File: src/rtl/cam_pkg.sv
// cam_pkg: shared types and default resolution for the DVP camera capture path.
package cam_pkg;

  // Capture FSM states
  typedef enum logic [1:0] {
    IDLE   = 2'd0,
    SYNC   = 2'd1,
    ACTIVE = 2'd2
  } cam_state_t;

  // One RGB565 pixel; the first DVP byte lands in the upper half
  typedef struct packed {
    logic [4:0] r;
    logic [5:0] g;
    logic [4:0] b;
  } rgb565_t;

  // Default sensor window
  localparam int H_ACTIVE_DEF = 640;
  localparam int V_ACTIVE_DEF = 480;

endpackage

File: src/rtl/dvp_sync_detect.sv
// dvp_sync_detect: registers the raw DVP pins once and derives sync edges
// from the registered copies, normalising vsync polarity to active-high.
module dvp_sync_detect #(
  parameter bit VS_ACTIVE_HIGH = 1'b1
) (
  input  logic       clk,
  input  logic       reset,
  input  logic       cam_vs,
  input  logic       cam_hs,
  input  logic [7:0] cam_d,
  output logic       cam_hs_q,
  output logic [7:0] cam_d_q,
  output logic       vs_rise,
  output logic       vs_fall,
  output logic       hs_fall
);

  logic cam_vs_q;
  logic vs_act;
  logic vs_act_prev_reg;
  logic hs_prev_reg;

  // vsync pulse expressed as active-high regardless of sensor polarity
  assign vs_act = ~(cam_vs_q ^ VS_ACTIVE_HIGH);

  // Pin register plus one cycle of history; vsync resets to its idle level
  // so releasing reset never looks like a sync edge.
  always_ff @(posedge clk or posedge reset) begin
    if (reset) begin
      cam_vs_q        <= ~VS_ACTIVE_HIGH;
      cam_hs_q        <= 1'b0;
      cam_d_q         <= 8'd0;
      vs_act_prev_reg <= 1'b0;
      hs_prev_reg     <= 1'b0;
    end else begin
      cam_vs_q        <= cam_vs;
      cam_hs_q        <= cam_hs;
      cam_d_q         <= cam_d;
      vs_act_prev_reg <= vs_act;
      hs_prev_reg     <= cam_hs_q;
    end
  end

  assign vs_rise = vs_act & ~vs_act_prev_reg;
  assign vs_fall = ~vs_act & vs_act_prev_reg;
  assign hs_fall = ~cam_hs_q & hs_prev_reg;

endmodule

File: src/rtl/cam_dvp_capture.sv
// cam_dvp_capture: DVP receive path. Pairs bytes into RGB565 pixels, tracks
// column/row and a linear write address, and flags malformed lines/frames.
module cam_dvp_capture
  import cam_pkg::*;
#(
  parameter int H_ACTIVE       = H_ACTIVE_DEF,
  parameter int V_ACTIVE       = V_ACTIVE_DEF,
  parameter int SKIP_FRAMES    = 2,
  parameter bit VS_ACTIVE_HIGH = 1'b1,
  parameter int X_W            = $clog2(H_ACTIVE),
  parameter int Y_W            = $clog2(V_ACTIVE),
  parameter int ADDR_W         = $clog2(H_ACTIVE * V_ACTIVE)
) (
  input  logic              clk,
  input  logic              reset,
  input  logic              enable,
  input  logic              cam_vs,
  input  logic              cam_hs,
  input  logic [7:0]        cam_d,
  output logic              pix_valid,
  output logic [15:0]       pix_data,
  output logic [X_W-1:0]    pix_x,
  output logic [Y_W-1:0]    pix_y,
  output logic [ADDR_W-1:0] wr_addr,
  output logic              sof,
  output logic              frame_done,
  output logic              line_err,
  output logic              frame_err,
  output logic [7:0]        frame_cnt
);

  // Counters carry one spare bit so overlong lines/frames saturate just past
  // the limit instead of wrapping back into the valid window.
  localparam logic [X_W:0]        X_LIM      = (X_W+1)'(H_ACTIVE);
  localparam logic [X_W:0]        X_ONE      = (X_W+1)'(1);
  localparam logic [X_W+1:0]      BYTES_LINE = (X_W+2)'(2 * H_ACTIVE);
  localparam logic [X_W+1:0]      BC_SAT     = (X_W+2)'(2 * H_ACTIVE + 1);
  localparam logic [X_W+1:0]      BC_ONE     = (X_W+2)'(1);
  localparam logic [Y_W:0]        Y_LIM      = (Y_W+1)'(V_ACTIVE);
  localparam logic [Y_W:0]        Y_SAT      = (Y_W+1)'(V_ACTIVE + 1);
  localparam logic [Y_W:0]        Y_ONE      = (Y_W+1)'(1);
  localparam logic [ADDR_W-1:0]   H_STEP     = ADDR_W'(H_ACTIVE);
  localparam logic [7:0]          SKIP_INIT  = 8'(SKIP_FRAMES);

  logic       cam_hs_q;
  logic [7:0] cam_d_q;
  logic       vs_rise, vs_fall, hs_fall;

  dvp_sync_detect #(.VS_ACTIVE_HIGH(VS_ACTIVE_HIGH)) u_sync (
    .clk      (clk),
    .reset    (reset),
    .cam_vs   (cam_vs),
    .cam_hs   (cam_hs),
    .cam_d    (cam_d),
    .cam_hs_q (cam_hs_q),
    .cam_d_q  (cam_d_q),
    .vs_rise  (vs_rise),
    .vs_fall  (vs_fall),
    .hs_fall  (hs_fall)
  );

  cam_state_t          state_reg, state_next;
  logic                phase_reg;
  logic [7:0]          hi_reg;
  logic [X_W+1:0]      byte_cnt_reg;
  logic [X_W:0]        x_reg;
  logic [Y_W:0]        y_reg;
  logic [ADDR_W-1:0]   line_base_reg;
  logic [7:0]          skip_cnt_reg;
  logic                enable_prev_reg;

  logic                frame_end, line_end, capture_start, skip_dec;
  logic                pix_form, pix_valid_next, line_err_next, frame_err_next;
  logic [Y_W:0]        lines_seen;

  // FSM state register
  always_ff @(posedge clk or posedge reset) begin
    if (reset) state_reg <= IDLE;
    else       state_reg <= state_next;
  end

  // Next state: a full vsync pulse must be seen before any capture starts
  always_comb begin
    state_next = state_reg;
    case (state_reg)
      IDLE:    if (vs_rise) state_next = SYNC;
      SYNC:    if (vs_fall && skip_cnt_reg == 8'd0 && enable) state_next = ACTIVE;
      ACTIVE:  if (vs_rise) state_next = SYNC;
      default: state_next = IDLE;
    endcase
  end

  // Decode of per-cycle events; a line ending in the same cycle as vsync still counts
  always_comb begin
    frame_end      = (state_reg == ACTIVE) && vs_rise;
    line_end       = (state_reg == ACTIVE) && hs_fall;
    capture_start  = (state_reg == SYNC) && (state_next == ACTIVE);
    skip_dec       = (state_reg == SYNC) && vs_fall && (skip_cnt_reg != 8'd0);
    pix_form       = (state_reg == ACTIVE) && cam_hs_q && phase_reg;
    pix_valid_next = pix_form && (x_reg < X_LIM) && (y_reg < Y_LIM);
    lines_seen     = (hs_fall && y_reg != Y_SAT) ? y_reg + Y_ONE : y_reg;
    line_err_next  = (line_end && byte_cnt_reg != BYTES_LINE) || (frame_end && cam_hs_q);
    frame_err_next = frame_end && (cam_hs_q || lines_seen != Y_LIM);
  end

  // Byte pairing and per-line byte count; phase restarts on every line
  always_ff @(posedge clk or posedge reset) begin
    if (reset) begin
      phase_reg    <= 1'b0;
      hi_reg       <= 8'd0;
      byte_cnt_reg <= '0;
    end else begin
      phase_reg <= cam_hs_q ? ~phase_reg : 1'b0;
      if (cam_hs_q && !phase_reg) hi_reg <= cam_d_q;
      if (!cam_hs_q)                  byte_cnt_reg <= '0;
      else if (byte_cnt_reg != BC_SAT) byte_cnt_reg <= byte_cnt_reg + BC_ONE;
    end
  end

  // Position tracking; the row base advances by addition so no multiplier is needed
  always_ff @(posedge clk or posedge reset) begin
    if (reset) begin
      x_reg         <= '0;
      y_reg         <= '0;
      line_base_reg <= '0;
    end else if (capture_start) begin
      x_reg         <= '0;
      y_reg         <= '0;
      line_base_reg <= '0;
    end else if (line_end) begin
      x_reg         <= '0;
      line_base_reg <= line_base_reg + H_STEP;
      if (y_reg != Y_SAT) y_reg <= y_reg + Y_ONE;
    end else if (pix_form && x_reg != X_LIM) begin
      x_reg <= x_reg + X_ONE;
    end
  end

  // Settling-frame skip counter and captured-frame counter
  always_ff @(posedge clk or posedge reset) begin
    if (reset) begin
      skip_cnt_reg    <= SKIP_INIT;
      enable_prev_reg <= 1'b0;
      frame_cnt       <= 8'd0;
    end else begin
      enable_prev_reg <= enable;
      if (enable && !enable_prev_reg) skip_cnt_reg <= SKIP_INIT;
      else if (skip_dec)              skip_cnt_reg <= skip_cnt_reg - 8'd1;
      if (frame_end) frame_cnt <= frame_cnt + 8'd1;
    end
  end

  // Registered pixel stream and status pulses
  always_ff @(posedge clk or posedge reset) begin
    if (reset) begin
      pix_valid  <= 1'b0;
      pix_data   <= 16'd0;
      pix_x      <= '0;
      pix_y      <= '0;
      wr_addr    <= '0;
      sof        <= 1'b0;
      frame_done <= 1'b0;
      line_err   <= 1'b0;
      frame_err  <= 1'b0;
    end else begin
      pix_valid  <= pix_valid_next;
      sof        <= pix_valid_next && x_reg == '0 && y_reg == '0;
      frame_done <= frame_end;
      line_err   <= line_err_next;
      frame_err  <= frame_err_next;
      if (pix_valid_next) begin
        pix_data <= rgb565_t'({hi_reg, cam_d_q});
        pix_x    <= x_reg[X_W-1:0];
        pix_y    <= y_reg[Y_W-1:0];
        wr_addr  <= line_base_reg + ADDR_W'(x_reg[X_W-1:0]);
      end
    end
  end

endmodule

File: config.mk
export PLATFORM = sky130hd
export DESIGN_NAME = cam_dvp_capture
export DESIGN_NICKNAME = d
export VERILOG_FILES = /design/src/rtl/cam_pkg.sv /design/src/rtl/dvp_sync_detect.sv /design/src/rtl/cam_dvp_capture.sv
export SDC_FILE = /design/constraint.sdc
export NUM_CORES = 1
export LEC_CHECK = 0
export BUFFER_PORTS_ARGS = -buffer_cell sky130_fd_sc_hd__buf_4
export CAP_MARGIN = 0
export CORE_UTILIZATION = 40
export CTS_BUF_LIST = sky130_fd_sc_hd__clkbuf_8
export DETAILED_ROUTE_END_ITERATION = 12
export MAX_ROUTING_LAYER = met4
export SLEW_MARGIN = 20
export SYNTH_ARGS = -nofsm -noshare
export SYNTH_HDL_FRONTEND = slang
export SYNTH_SLANG_ARGS = --single-unit
export TNS_END_PERCENT = 5
File: constraint.sdc
create_clock -name clk -period 4.95 [get_ports clk]
set_input_delay 0.99 -clock clk [delete_from_list [all_inputs] [get_ports clk]]
set_output_delay 0.99 -clock clk [all_outputs]
set_load 0.02 [all_outputs]
* Yosys cells after proc, flatten, opt, wreduce, memory -nomap -nowiden
Index checks and enable logic that the tools add are counted.
** Word-level totals
- Bits in latches :: 0
- Bits in writable memories :: 0
- Bits in registers :: 151
- Output and inout port bits :: 67
- Input port bits :: 13
- Memories kept :: 0
- Word-level logic and storage cells :: 101
- ROM bits :: 0
** Operators by class
- Add/subtract/negate cells :: 7
- Shift-type cells :: 0
- Order comparisons :: 2
- Divide/modulo/power cells :: 0
- Reduce and logical (&&, ||, !) cells :: 35
- Bitwise gates (word level) :: 7
- Multipliers :: 0
- Multiplexer cells :: 17
- Eq/ne operators :: 9
** Operators by type and width (count)
- 10-bit 2-to-1 mux :: 4
- 19-bit 2-to-1 mux :: 2
- 11-bit 2-to-1 mux :: 3
- 12-bit 2-to-1 mux :: 2
- 12-bit by 11-bit inequality test with 1-bit output (second input constant) :: 2
- 1-bit logical AND :: 20
- 10-bit by 9-bit inequality test with 1-bit output (second input constant) :: 2
- 19-bit by 10-bit adder with 19-bit output :: 1
- 19-bit by 10-bit adder with 19-bit output (second input constant) :: 1
- 8-bit 2-to-1 mux :: 2
- 12-bit by 1-bit adder with 12-bit output (second input constant) :: 1
- 11-bit by 1-bit adder with 11-bit output (second input constant) :: 1
- 11-bit zero test :: 1
- 11-bit by 10-bit < comparator with 1-bit output (second input constant) :: 1
- 11-bit by 10-bit inequality test with 1-bit output (second input constant) :: 1
- 10-bit by 1-bit adder with 10-bit output (second input constant) :: 1
- 10-bit zero test :: 1
- 10-bit by 9-bit < comparator with 1-bit output (second input constant) :: 1
- 8-bit by 1-bit adder with 8-bit output (second input constant) :: 1
- 8-bit zero test :: 1
- 8-bit nonzero test :: 1
- 8-bit by 1-bit subtractor with 8-bit output (second input constant) :: 1
- 2-bit nonzero test :: 3
- 2-bit == test (second input constant) :: 2
- other kinds (13) :: 21

* Longest topological paths before layout
- Word-level depth :: 10
- Gate-level depth with buffers :: 8
- Gate-level depth less buffers :: 7

* Hierarchy
A second synthesis with hierarchy kept.
** Second synthesis, totals
- Cell total of the unflattened synthesis :: 668
- Area, all modules :: 6631.4 um2
** By module, submodules not included
- cam_dvp_capture :: instances 1, area each 6306.0 um2, sequential area each 3279.4 um2, cells each 652
- dvp_sync_detect :: instances 1, area each 325.3 um2, sequential area each 300.3 um2, cells each 16

* Worst setup path before layout
OpenSTA, ideal clock, no wires.
- Path type :: input to register
- Start point :: input port enable
- End point :: register y_reg[4]
- Buffers on the path :: 1
- Stages on the path :: 6
- Library setup time :: 0.135 ns
- Setup slack :: 3.072 ns
- Arrival :: 1.743 ns
- Cells stage by stage :: and3b_1 > and4bb_4 > nor2b_1 > buf_6 > o21ai_2 > o31ai_1
** On the way
- Longest elaborated chain between the ends :: 7
- Elaborated cells on any way between the ends :: 9
- Those cells by class :: 1 x eq/ne; 3 x mux; 5 x reduce/logical
** RTL lines
- start: declaration :: RTL line cam_dvp_capture.sv:16 : input logic enable,
- 1-bit logical AND * :: RTL line cam_dvp_capture.sv:87 : SYNC: if (vs_fall && skip_cnt_reg == 8'd0 && enable) state_next = ACTIVE;
- 2-bit 2-to-1 mux * :: RTL line cam_dvp_capture.sv:87
- 2-bit one-hot mux with 2 select lines * :: RTL line cam_dvp_capture.sv:85 : case (state_reg)
- 2-bit == test * :: RTL line cam_dvp_capture.sv:97 : capture_start = (state_reg == SYNC) && (state_next == ACTIVE);
- 1-bit logical AND * :: RTL line cam_dvp_capture.sv:97
- 2-bit nonzero test (no source line)
- 2-bit AND reduction (no source line)
- end signal: assignment :: RTL line cam_dvp_capture.sv:133 : if (y_reg != Y_SAT) y_reg <= y_reg + Y_ONE;
- end: declaration :: RTL line cam_dvp_capture.sv:67 : logic [Y_W:0] y_reg;
Mark *: on every way between the ends. The rest lies on a longest branch, timed or not.
A chain may end at the register's enable or synchronous reset.

* Final worst setup path
- Start point :: register y_reg[2]
- End point :: register y_reg[2]
** On the way
- Longest elaborated chain between the ends :: 4
- Elaborated cells on any way between the ends :: 7
- Those cells by class :: 1 x add/sub; 1 x eq/ne; 3 x mux; 2 x reduce/logical
** RTL lines
- 10-bit by 1-bit adder with 10-bit output :: RTL line cam_dvp_capture.sv:133
- 10-bit 2-to-1 mux :: RTL line cam_dvp_capture.sv:133
- 10-bit 2-to-1 mux :: RTL line cam_dvp_capture.sv:130 : end else if (line_end) begin
- 10-bit 2-to-1 mux :: RTL line cam_dvp_capture.sv:126 : end else if (capture_start) begin
Parallel ways exist; a longest one is shown, timed or not. The select of a mux whose other input is x is not followed.

==> metrics.md <==
| Metric | Value |
|---|---|
| DRC violations left | `0` |
| Area contributors post-synth | `dfrtp_1, nand2_1, xnor2_1` |
| Starting Density | `41.1%` |
| Global-route wire length before repair | `22600 µm` |
| Synth warnings | `0` |
| Top reg by flops | `wr_addr` |
| Syn nets | `about 680` |
| Detail Placement HPWL | `9020 µm` |
| Adder-cell share of the synthesized area | `approximately 3%` |
| Clk_lat worst skew | `450 ps` |
| DRT Pass-1 Iters | `7` |
| Gr ovfl total | `0` |
| Crit-path max FO | `15` |
| Routed Antenna Nets | `0` |
| Cell Area, Synth | `0.00652 mm²` |
| First DRT Iteration DRCs | `roughly 260` |
| CTS root buffer | `clkbuf_8` |
| Worst Path Arrival | `between 3000 and 4000 ps` |
| Outcome | `finished clean` |
| Setup_tns | `0 ps` |
| Worst stage delay on the critical path | `approximately 760 ps` |
| Placed cell area | `0.00727 mm²` |
| Initial antenna violation count | `0` |
| Yosys top cell area share | `54.5%` |
| Wire length on met1 | `around 6500 µm` |
| Main synth FF type | `dfrtp_1` |
| Static Leak | `0.00369 µW` |
| Max-slew violations | `0` |
| Hold Vio Cnt, Final | `0` |
| Sequential fraction of the synthesis area | `54.9%` |
| Worst path slowest cell | `nor2b_1` |
| Post-synthesis compound-gate area fraction | `7.75%` |
| Routed via count | `4707` |
| Post-synth ARST share | `100%` |
| Synth top cells by count | `dfrtp_1, nand2_1, nor2_1` |
| Fin crit share | `56.9%` |
| Port Buffer Count | `79` |
| Core area | `0.0159 mm²` |
| Post-Syn Area per Cell | `10.1 µm²` |
| Cts repair resizes | `0` |
| CTS sink count | `approximately 140` |
| Crit-path most repeated cell | `o21ai_1` |
| Vias in the first global route | `about 4600` |
| Max-cap violations | `0` |
| Final WS setup | `2130 ps` |
| Hold/Removal Path Class | `reg -> reg` |
| Top delay family on crit path | `simple AND/OR/NAND/NOR gates` |
| Fmax | `355 MHz` |
| Total routed wirelength | `13400 µm` |
| Pwr/cell area | `between 400 and 500 mW/mm²` |
| Hold_buf cts | `0` |
| Fraction of the mapped netlist area in simple logic gates | `a little over a fifth` |
| DIE AREA | `0.0168 mm²` |
| Met2 routed WL | `6210 µm` |
| Slew margin rel. | `27.9%` |
| Final min period | `~2800 ps` |
| Largest family of logic cells by synthesized area | `simple AND/OR/NAND/NOR gates` |
| Nets@finish | `746` |
| Met3 routed WL | `445 µm` |
| Worst setup path start | `y_reg[2]$_DFFE_PP0P_` |
| Via density | `4.98` |
| Area leader, netlist | `dfrtp_1` |
| Worst hold start | `u_sync.cam_vs_q$_DFF_PP0_` |
| Die width | `130 µm` |
| GRT Util Overall | `18.0%` |
| Rows | `46` |
| Most common cell in the netlist | `dfrtp_1` |
| Number of enable flip-flop cells after synthesis | `0` |
| Largest regs | `wr_addr (18), pix_data (16)` |
| Clk_skew | `between 10 and 15 ps` |
| FF-to-FF Start | `y_reg[2]$_DFFE_PP0P_` |
| Worst path required time | `5320 ps` |
| CP Launch Type | `register` |
| Synth Instances | `649` |
| # diodes | `0` |
| Worst path cell trace | `or3_1 -> o41ai_4 -> nor2b_1 -> o21ai_1 -> o21ai_1` |
| Total CTS buffers | `17` |
| Final Util | `between 40% and 50%` |
| Area growth syn-to-layout | `17.3%` |
| Max reg flops | `18` |
| Pre-CTS setup slack | `approximately 2200 ps` |
| Final Wtd Congestion | `0.778` |
| CP Class | `reg -> reg` |
| Setup crit end kind | `register` |
| CTS clk-pin slew, worst paths | `80 ps` |
| Final design area excluding fillers | `0.00765 mm²` |
| Worst Max-Slew Pin Slew | `1080 ps` |
| Final setup violation count | `0` |
| DR WL/cell | `14.2 µm` |
| TritonCTS clock tree | `built` |
| Tot Pwr | `3210 µW` |
| Top Ports | `80` |
| Synth Register Bits | `143` |
| DIE HEIGHT | `130 µm` |
| Clk buf depth | `2` |
| Xor/xnor cell area share of the yosys netlist | `7.92%` |
| Share of post-route cells with drive strength above 1 | `17.8%` |
| Buffer and inverter count on the worst path | `0` |
| Largest net degree at the start of global routing | `115` |
| RSZ-0062 raised after global routing | `false` |
| Post-synthesis mux area share | `1.55%` |
| Setup Buffers After CTS | `0` |
| Top Metal Used | `met4` |
| Max VDD drop | `0.278 mV` |
| Yosys cell types | `55` |
| Htree depth | `4` |
[routing by layer]
layer | vias up | track usage (%)
met5 | - | -
met4 | 0 | 6.77
met3 | 18 | 4.39
met2 | 78 | 27.2
met1 | 2290 | 23.5
li1 | 2321 | -
[worst paths after layout]
| check | end | slack [ps] | cells after the start |
|---|---|---|---|
| max | y_reg[2]$_DFFE_PP0P_ | 2130 | 5 |
| min | u_sync.vs_act_prev_reg$_DFF_PP0_ | 460 | 0 |
| max reg2reg | y_reg[2]$_DFFE_PP0P_ | 2130 | 5 |
| min reg2reg | u_sync.vs_act_prev_reg$_DFF_PP0_ | 460 | 0 |
| max in group asynchronous | frame_cnt[4]$_DFFE_PP0P_ | 3370 | 3 |
| min in group asynchronous | pix_x[3]$_DFFE_PP0P_ | 700 | 2 |
[placed cells by master (no fill, tap or decap), types with 11 or more instances in the layout]
cell / count
buf_4: 83
o21ai_0: 27
xnor2_1: 37
nand2_1: 140
clkbuf_8: 17
nand3_1: 20
nand4_1: 12
inv_1: 17
and3_1: 14
dfrtp_1: 142
nor3_1: 11
xor2_1: 22
ha_1: 16
nor2_1: 45
[cells by family after synthesis]
group           after synthesis
simple gates                295
flops                       143
compound gates               76
xor+xnor                     59
buf+inv                      50
fa+ha+maj                    16
mux                           9
other cells                   1
[where the power goes]
part | total [µW] | switching, µW | internal (µW)
Clock | 894 | 449 | 444
Sequential | 1620 | 266 | 1350
Combinational | 698 | 383 | 315
[per-stage QoR]
stage | hold slack, ps | instances
2_1_floorplan | 365 | 649
3_3_place_gp | 429 | 914
3_5_place_dp | 448 | 914
4_1_cts | 466 | 946
5_1_grt | 481 | 946
6_report | 457 | 946
[worst reg2reg max path, stage by stage, from the launching register on]
cell,delay [ps]
dfrtp_1,470
or3_1,510
o41ai_4,690
nor2b_1,760
o21ai_1,170
o21ai_1,130
[cell type report]
type                            count  area [µm²]
Fill cell                        1551        8230
Sequential cell                   143        3580
Multi-Input combinational cell    456        2730
Timing Repair Buffer               83         623
Tap cell                          216         270
Clock buffer                       17         234
Clock inverter                     15         146
Inverter                           16        67.6
No activity file was read; power rests on OpenSTA's default activity.
